### src/rtl/aes_pkg.sv
// rtl/aes_pkg.sv - shared AES types, round count, rcon lookup and RotWord helper
// Contents:
//   AES_NUM_ROUNDS  number of AES-128 rounds (10)
//   state_t         128-bit column-major state / round key, byte 0 at [127:120]
//   word_t          32-bit key-schedule word
//   rcon()          round constant for round index 1..10 (0 elsewhere)
//   rot_word()      cyclic left rotation of a word by one byte
package aes_pkg;

  localparam int AES_NUM_ROUNDS = 10;

  typedef logic [127:0] state_t;
  typedef logic [31:0]  word_t;

  function automatic logic [7:0] rcon(input logic [3:0] r);
    case (r)
      4'd1:    return 8'h01;
      4'd2:    return 8'h02;
      4'd3:    return 8'h04;
      4'd4:    return 8'h08;
      4'd5:    return 8'h10;
      4'd6:    return 8'h20;
      4'd7:    return 8'h40;
      4'd8:    return 8'h80;
      4'd9:    return 8'h1b;
      4'd10:   return 8'h36;
      default: return 8'h00;
    endcase
  endfunction

  function automatic word_t rot_word(input word_t w);
    return {w[23:0], w[31:24]};
  endfunction

endpackage

### src/rtl/aes_addroundkey_sched_if.sv
// rtl/aes_addroundkey_sched_if.sv - state-beat stream bundle for the AddRoundKey stage
// Signals:
//   in_valid/in_ready/in_state                    upstream beat handshake
//   out_valid/out_ready/out_state/out_round/out_last  downstream beat handshake
// Modports:
//   slave   the AddRoundKey stage (consumes in_*, produces out_*)
//   master  the surrounding datapath or bench (produces in_*, consumes out_*)
interface aes_addroundkey_sched_if;
  import aes_pkg::*;

  logic       in_valid;
  logic       in_ready;
  state_t     in_state;
  logic       out_valid;
  logic       out_ready;
  state_t     out_state;
  logic [3:0] out_round;
  logic       out_last;

  modport slave (
    input  in_valid, in_state, out_ready,
    output in_ready, out_valid, out_state, out_round, out_last
  );

  modport master (
    output in_valid, in_state, out_ready,
    input  in_ready, out_valid, out_state, out_round, out_last
  );

endinterface

### src/rtl/aes_sbox.sv
// rtl/aes_sbox.sv - combinational AES forward S-box, one byte
// Ports:
//   in_byte   8-bit input byte
//   out_byte  8-bit substituted byte
module aes_sbox (
  input  logic [7:0] in_byte,
  output logic [7:0] out_byte
);

  // Entry 0x00 sits in the top byte, so entry n starts at bit 8*(255-n).
  localparam logic [2047:0] SBOX = {
    128'h637c777bf26b6fc53001672bfed7ab76,
    128'hca82c97dfa5947f0add4a2af9ca472c0,
    128'hb7fd9326363ff7cc34a5e5f171d83115,
    128'h04c723c31896059a071280e2eb27b275,
    128'h09832c1a1b6e5aa0523bd6b329e32f84,
    128'h53d100ed20fcb15b6acbbe394a4c58cf,
    128'hd0efaafb434d338545f9027f503c9fa8,
    128'h51a3408f929d38f5bcb6da2110fff3d2,
    128'hcd0c13ec5f974417c4a77e3d645d1973,
    128'h60814fdc222a908846eeb814de5e0bdb,
    128'he0323a0a4906245cc2d3ac629195e479,
    128'he7c8376d8dd54ea96c56f4ea657aae08,
    128'hba78252e1ca6b4c6e8dd741f4bbd8b8a,
    128'h703eb5664803f60e613557b986c11d9e,
    128'he1f8981169d98e949b1e87e9ce5528df,
    128'h8ca1890dbfe6426841992d0fb054bb16
  };

  // 8*(255-n) == {~n, 3'b000}
  assign out_byte = SBOX[{~in_byte, 3'b000} +: 8];

endmodule

### src/rtl/aes_addroundkey_sched.sv
// rtl/aes_addroundkey_sched.sv - AddRoundKey stage with on-the-fly AES-128 key schedule
// Parameters:
//   NUM_ROUNDS  round at which out_last is raised and the schedule wraps (1..10)
// Ports:
//   clk       rising-edge clock
//   rst_n     asynchronous active-low reset
//   key_load  one-cycle strobe capturing key_in as the round-0 key
//   key_in    128-bit cipher key, column-major
//   bus       slave side of the in/out state-beat handshake
//   out_rkey  round key applied to the beat in out_state (only with AES_ARK_RKEY_OUT_EN)
// Build option:
//   AES_ARK_RKEY_OUT_EN  adds the registered out_rkey port
module aes_addroundkey_sched
  import aes_pkg::*;
#(
  parameter int NUM_ROUNDS = AES_NUM_ROUNDS
) (
  input  logic                    clk,
  input  logic                    rst_n,
  input  logic                    key_load,
  input  state_t                  key_in,
  aes_addroundkey_sched_if.slave  bus
`ifdef AES_ARK_RKEY_OUT_EN
  ,
  output state_t                  out_rkey
`endif
);

  state_t     key0;
  state_t     rkey;
  logic [3:0] round;
  logic       key_valid;

  logic       out_valid_q;
  state_t     out_state_q;
  logic [3:0] out_round_q;
  logic       out_last_q;

  logic       in_ready_c;
  logic       accept;
  logic       is_last;
  logic [3:0] round_next;

  word_t      w0, w1, w2, w3;
  word_t      rot, sub, t;
  word_t      n0, n1, n2, n3;
  state_t     next_key;

  // Key expansion runs combinationally from rkey so the next round key is
  // ready in the same cycle the current one is consumed.
  assign {w0, w1, w2, w3} = rkey;
  assign rot              = rot_word(w3);

  for (genvar i = 0; i < 4; i++) begin : g_subword
    aes_sbox u_sbox (
      .in_byte  (rot[8*i +: 8]),
      .out_byte (sub[8*i +: 8])
    );
  end

  assign round_next = round + 4'd1;
  assign t          = sub ^ {rcon(round_next), 24'h000000};
  assign n0         = w0 ^ t;
  assign n1         = w1 ^ n0;
  assign n2         = w2 ^ n1;
  assign n3         = w3 ^ n2;
  assign next_key   = {n0, n1, n2, n3};

  assign is_last    = (round == 4'(NUM_ROUNDS));

  // key_load blocks acceptance so a beat never straddles a key change.
  assign in_ready_c = key_valid & ~key_load & (~out_valid_q | bus.out_ready);
  assign accept     = bus.in_valid & in_ready_c;

  always_ff @(posedge clk or negedge rst_n) begin
    if (!rst_n) begin
      key0      <= '0;
      rkey      <= '0;
      round     <= '0;
      key_valid <= 1'b0;
    end else if (key_load) begin
      key0      <= key_in;
      rkey      <= key_in;
      round     <= '0;
      key_valid <= 1'b1;
    end else if (accept) begin
      if (is_last) begin
        rkey  <= key0;
        round <= '0;
      end else begin
        rkey  <= next_key;
        round <= round_next;
      end
    end
  end

  always_ff @(posedge clk or negedge rst_n) begin
    if (!rst_n) begin
      out_valid_q <= 1'b0;
      out_state_q <= '0;
      out_round_q <= '0;
      out_last_q  <= 1'b0;
    end else if (accept) begin
      out_valid_q <= 1'b1;
      out_state_q <= bus.in_state ^ rkey;
      out_round_q <= round;
      out_last_q  <= is_last;
    end else if (bus.out_ready) begin
      out_valid_q <= 1'b0;
    end
  end

`ifdef AES_ARK_RKEY_OUT_EN
  always_ff @(posedge clk or negedge rst_n) begin
    if (!rst_n) begin
      out_rkey <= '0;
    end else if (accept) begin
      out_rkey <= rkey;
    end
  end
`endif

  assign bus.in_ready  = in_ready_c;
  assign bus.out_valid = out_valid_q;
  assign bus.out_state = out_state_q;
  assign bus.out_round = out_round_q;
  assign bus.out_last  = out_last_q;

endmodule

### src/flat_wrapper.sv
// flat-port wrapper written by rule: the top's interface ports become plain ports
module aes_addroundkey_sched_flat import aes_pkg::*;
#(
  parameter int NUM_ROUNDS = AES_NUM_ROUNDS
)
  (clk, rst_n, key_load, key_in, bus_in_valid, bus_in_state, bus_out_ready, bus_in_ready, bus_out_valid, bus_out_state, bus_out_round, bus_out_last);
  aes_addroundkey_sched_if bus_i ();
  input  logic clk;
  input  logic rst_n;
  input  logic key_load;
  input  state_t key_in;
  input wire logic [$bits(bus_i.in_valid)-1:0] bus_in_valid;
  input wire logic [$bits(bus_i.in_state)-1:0] bus_in_state;
  input wire logic [$bits(bus_i.out_ready)-1:0] bus_out_ready;
  output wire logic [$bits(bus_i.in_ready)-1:0] bus_in_ready;
  output wire logic [$bits(bus_i.out_valid)-1:0] bus_out_valid;
  output wire logic [$bits(bus_i.out_state)-1:0] bus_out_state;
  output wire logic [$bits(bus_i.out_round)-1:0] bus_out_round;
  output wire logic [$bits(bus_i.out_last)-1:0] bus_out_last;
  assign bus_i.in_valid = bus_in_valid;
  assign bus_i.in_state = bus_in_state;
  assign bus_i.out_ready = bus_out_ready;
  assign bus_in_ready = bus_i.in_ready;
  assign bus_out_valid = bus_i.out_valid;
  assign bus_out_state = bus_i.out_state;
  assign bus_out_round = bus_i.out_round;
  assign bus_out_last = bus_i.out_last;
  aes_addroundkey_sched #(.NUM_ROUNDS(NUM_ROUNDS)) u_core (.clk(clk), .rst_n(rst_n), .key_load(key_load), .key_in(key_in), .bus(bus_i));
endmodule
### config.mk
export PLATFORM = sky130hd
export DESIGN_NAME = aes_addroundkey_sched_flat
export DESIGN_NICKNAME = d
export VERILOG_FILES = /design/src/rtl/aes_pkg.sv /design/src/rtl/aes_addroundkey_sched_if.sv /design/src/rtl/aes_sbox.sv /design/src/rtl/aes_addroundkey_sched.sv /design/src/flat_wrapper.sv
export SDC_FILE = /design/constraint.sdc
export NUM_CORES = 2
export LEC_CHECK = 0
export CORE_AREA = 2 2 327 329
export CTS_CLUSTER_SIZE = 28
export DETAILED_ROUTE_END_ITERATION = 8
export DIE_AREA = 0 0 329 331
export GPL_TIMING_DRIVEN = 1
export PLACE_DENSITY = 0.55
export SYNTH_ARGS = -nofsm -noshare
export SYNTH_HDL_FRONTEND = slang
export SYNTH_SLANG_ARGS = --single-unit
### constraint.sdc
create_clock -name clk -period 3.8 [get_ports clk]
set_input_delay 0.76 -clock clk [delete_from_list [all_inputs] [get_ports clk]]
set_output_delay 0.76 -clock clk [all_outputs]
set_load 0.05 [all_outputs]
==> metrics <==
Finished Cell Area=42800 sq um; unrepaired setup endpoints after global routing=no; Worst Setup End Kind=flip-flop; Lkg Pwr=17.4 nW; Fin. Hold Viols=0; routed vias/inst=5.99; Syn Nets=4055; crit path DAT=4.34 ns; Root Driver=clkbuf_16; PD cells=1230 nW/um^2; Routed Antenna Nets=0; WS Path Type=flip-flop to flip-flop; Worst IR Drop VDD=0.488 mV; sequential area share after synthesis=30.6%; drt initial violations=3829; Util after Layout=40.8%; final worst clock skew=0.0365 ns; die area=109000 sq um; syn avg cell area=8.67 sq um; drt drc=0; Area Overhead vs Synth=32.4%; share of cells above drive strength 1=21.0%; CP max FO=17; crit path time final=3.78 ns; Fillers=10600; number of I/O pins=396; initial core utilization=30.8%; gr ovfl total=0; Setup Fix Bufs, Post-CTS=0; Cell Rows=119; worst slew pin tran=1.04 ns; initial antenna violation count=9; post-synth cell types=103; CTS buffer count=50; clk sinks=395; global-route wire length before repair=244 mm; Fmax=0.265 GHz; # nets final=4648; Die W=329 um; clock slew at reported path FFs=0.06 ns; commonest cells after routing, fill and taps aside=493 x buf_4, 393 x clkdlybuf4s50_1, 388 x o21ai_0; post-detailed-route wirelength per cell=29.5 um; placed cell area=40900 sq um; total track usage=30.3%; WP data required=4.36 ns; Final Max Tran Viols=0; commonest non-fill, non-tap cell in the layout=buf_4; CTS tree=done; largest net degree at the start of global routing=125; yosys warns=0; dpl ws=-0.263 ns; top_reg_cell synth=dfrtp_1; HPWL Detailed=130 mm; Worst setup SP type=flip-flop; Syn Inst Count=3730; Max-Cap Viols=0; GP Congestion=1.05; Hold WC Path Type=input port to asynchronous set/reset pin; Final WS setup=0.0222 ns; Pre-antenna DRT Iters=9; worst hold slack=0.114 ns; Vias=34500; asr flop ratio synth=100%; vias in the first global route=33300; clk buf depth=3; Core Region=105000 sq um; crit share post-route=99.4%; synthesized cell area=32400 sq um; flops & latches, synth=395; setup_tns=0 ns; Clock Latency Late Sink=0.67 ns; IO buf count=395; WL final=170 mm; Worst slew margin=29.6%; number of flops mapped to enable cells by yosys=0; Die Y=331 um; endpoints failing setup=0; status=completed; CTS HTree Levels=2
[power breakdown]
part	internal [W]	switching, W	leakage (nW)
clock network	0.00311	0.00216	0.892
registers	0.00557	0.00224	4.75
logic	0.0166	0.0232	11.7
[kinds of logic (layout without fill, tap and decap cells)]
group	after synthesis	count (layout)	synth area share, %
other	0	5	0
adder cells (fa/ha/maj)	64	64	2.50
XOR/XNOR	293	293	9.12
multiplexers	237	237	9.70
buffers and inverters	451	1086	6.32
AO/OA/AOI/OAI	1228	1228	25.7
flip-flops	395	395	30.6
AND/OR/NAND/NOR	1062	1062	16.1
[sequential cells by signal, summed over array words and instances, names as in the netlist]
signal                count
u_core.bus.out_round      4
u_core.rkey             128
u_core.bus.out_state    128
u_core.key_valid          1
u_core.key0             128
u_core.round              4
u_core.bus.out_last       1
u_core.bus.out_valid      1
[path summary, 6_finish.rpt]
path | startpoint | end | slack (ns) | cells past startpoint
min | rst_n | u_core.bus.out_state[97]$_DFFE_PN0P_ | 0.11 | 1
min reg2reg | u_core.key_valid$_DFFE_PN0P_ | u_core.key_valid$_DFFE_PN0P_ | 0.46 | 1
min in group clk | u_core.key_valid$_DFFE_PN0P_ | u_core.key_valid$_DFFE_PN0P_ | 0.46 | 1
max reg2reg | u_core.rkey[10]$_DFFE_PN0P_ | u_core.rkey[23]$_DFFE_PN0P_ | 0.02 | 9
max | u_core.rkey[10]$_DFFE_PN0P_ | u_core.rkey[23]$_DFFE_PN0P_ | 0.02 | 9
max in group asynchronous | rst_n | u_core.bus.out_state[73]$_DFFE_PN0P_ | 2.71 | 2
[routing by layer]
metal	track usage [%]	vias up	wire [um]
li1	-	15100	-
met3	6.26	404	15100
met4	14.8	4	9550
met5	0	-	27
met1	40.4	17100	70400
met2	46.5	1907	74700
[Yosys cell counts, drive strengths merged (14+ instances only)]
master,instances,area share [%]
clkbuf,218,2.5
and3,27,0.52
mux2,133,4.6
o211ai,49,1.2
buf,177,3.1
dfrtp,395,31
or3,17,0.33
inv,49,0.57
a22oi,31,0.72
nand3,104,1.6
o31ai,26,0.62
o221ai,16,0.43
a211oi,45,1.1
nor3b,20,0.48
xnor3,18,1.3
a221o,24,0.74
a222oi,81,2.5
xor2,53,1.5
a221oi,25,0.68
o22ai,14,0.27
xnor2,217,6.0
nor4,15,0.29
o21ai,406,6.3
a311oi,34,0.92
nand2b,96,1.9
nor3,75,1.2
a31oi,71,1.4
nand2,351,4.1
a21oi,186,2.9
or2,25,0.48
a2111oi,17,0.46
ha,63,2.4
o311ai,37,1.0
nand4,15,0.31
mux2i,56,1.7
nor2b,84,1.6
and2,34,0.66
o32ai,19,0.51
o2111ai,18,0.49
mux4,48,3.3
nor2,180,2.1
[critical path, stage by stage (launching register included)]
cell	delay [ns]
dfrtp_2	0.62
nand2b_1	0.59
buf_4	0.28
a21oi_1	0.07
a221o_1	0.36
a311oi_1	0.60
a21oi_1	0.18
xnor2_2	0.43
xnor3_1	0.40
o21ai_1	0.13
[repair_timing]
action	CTS	global route
hold endpoints to repair	0	0
resized for setup	2	18
hold buffers	0	0
endpoints found under the setup margin	6	20
[final cells by class]
type / instances / area [sq um] / share of cell area (%)
Antenna cell: 5 / 12.5 / 0.0292
Multi-Input combinational cell: 2884 / 20500 / 47.9
Clock buffer: 63 / 1390 / 3.24
Sequential cell: 395 / 9900 / 23.1
Inverter: 56 / 210 / 0.491
Timing Repair Buffer: 936 / 8630 / 20.1
Clock inverter: 31 / 432 / 1.01
Tap cell: 1391 / 1740 / 4.06
[through the flow]
stage	total power, W	cells
after floorplan	0.0285	3730
after global placement	0.0473	5662
after detailed placement	0.0465	5662
after CTS	0.0520	5756
after global routing	0.0552	5760
final	0.0528	5761
No activity file was read; power rests on OpenSTA's default activity.
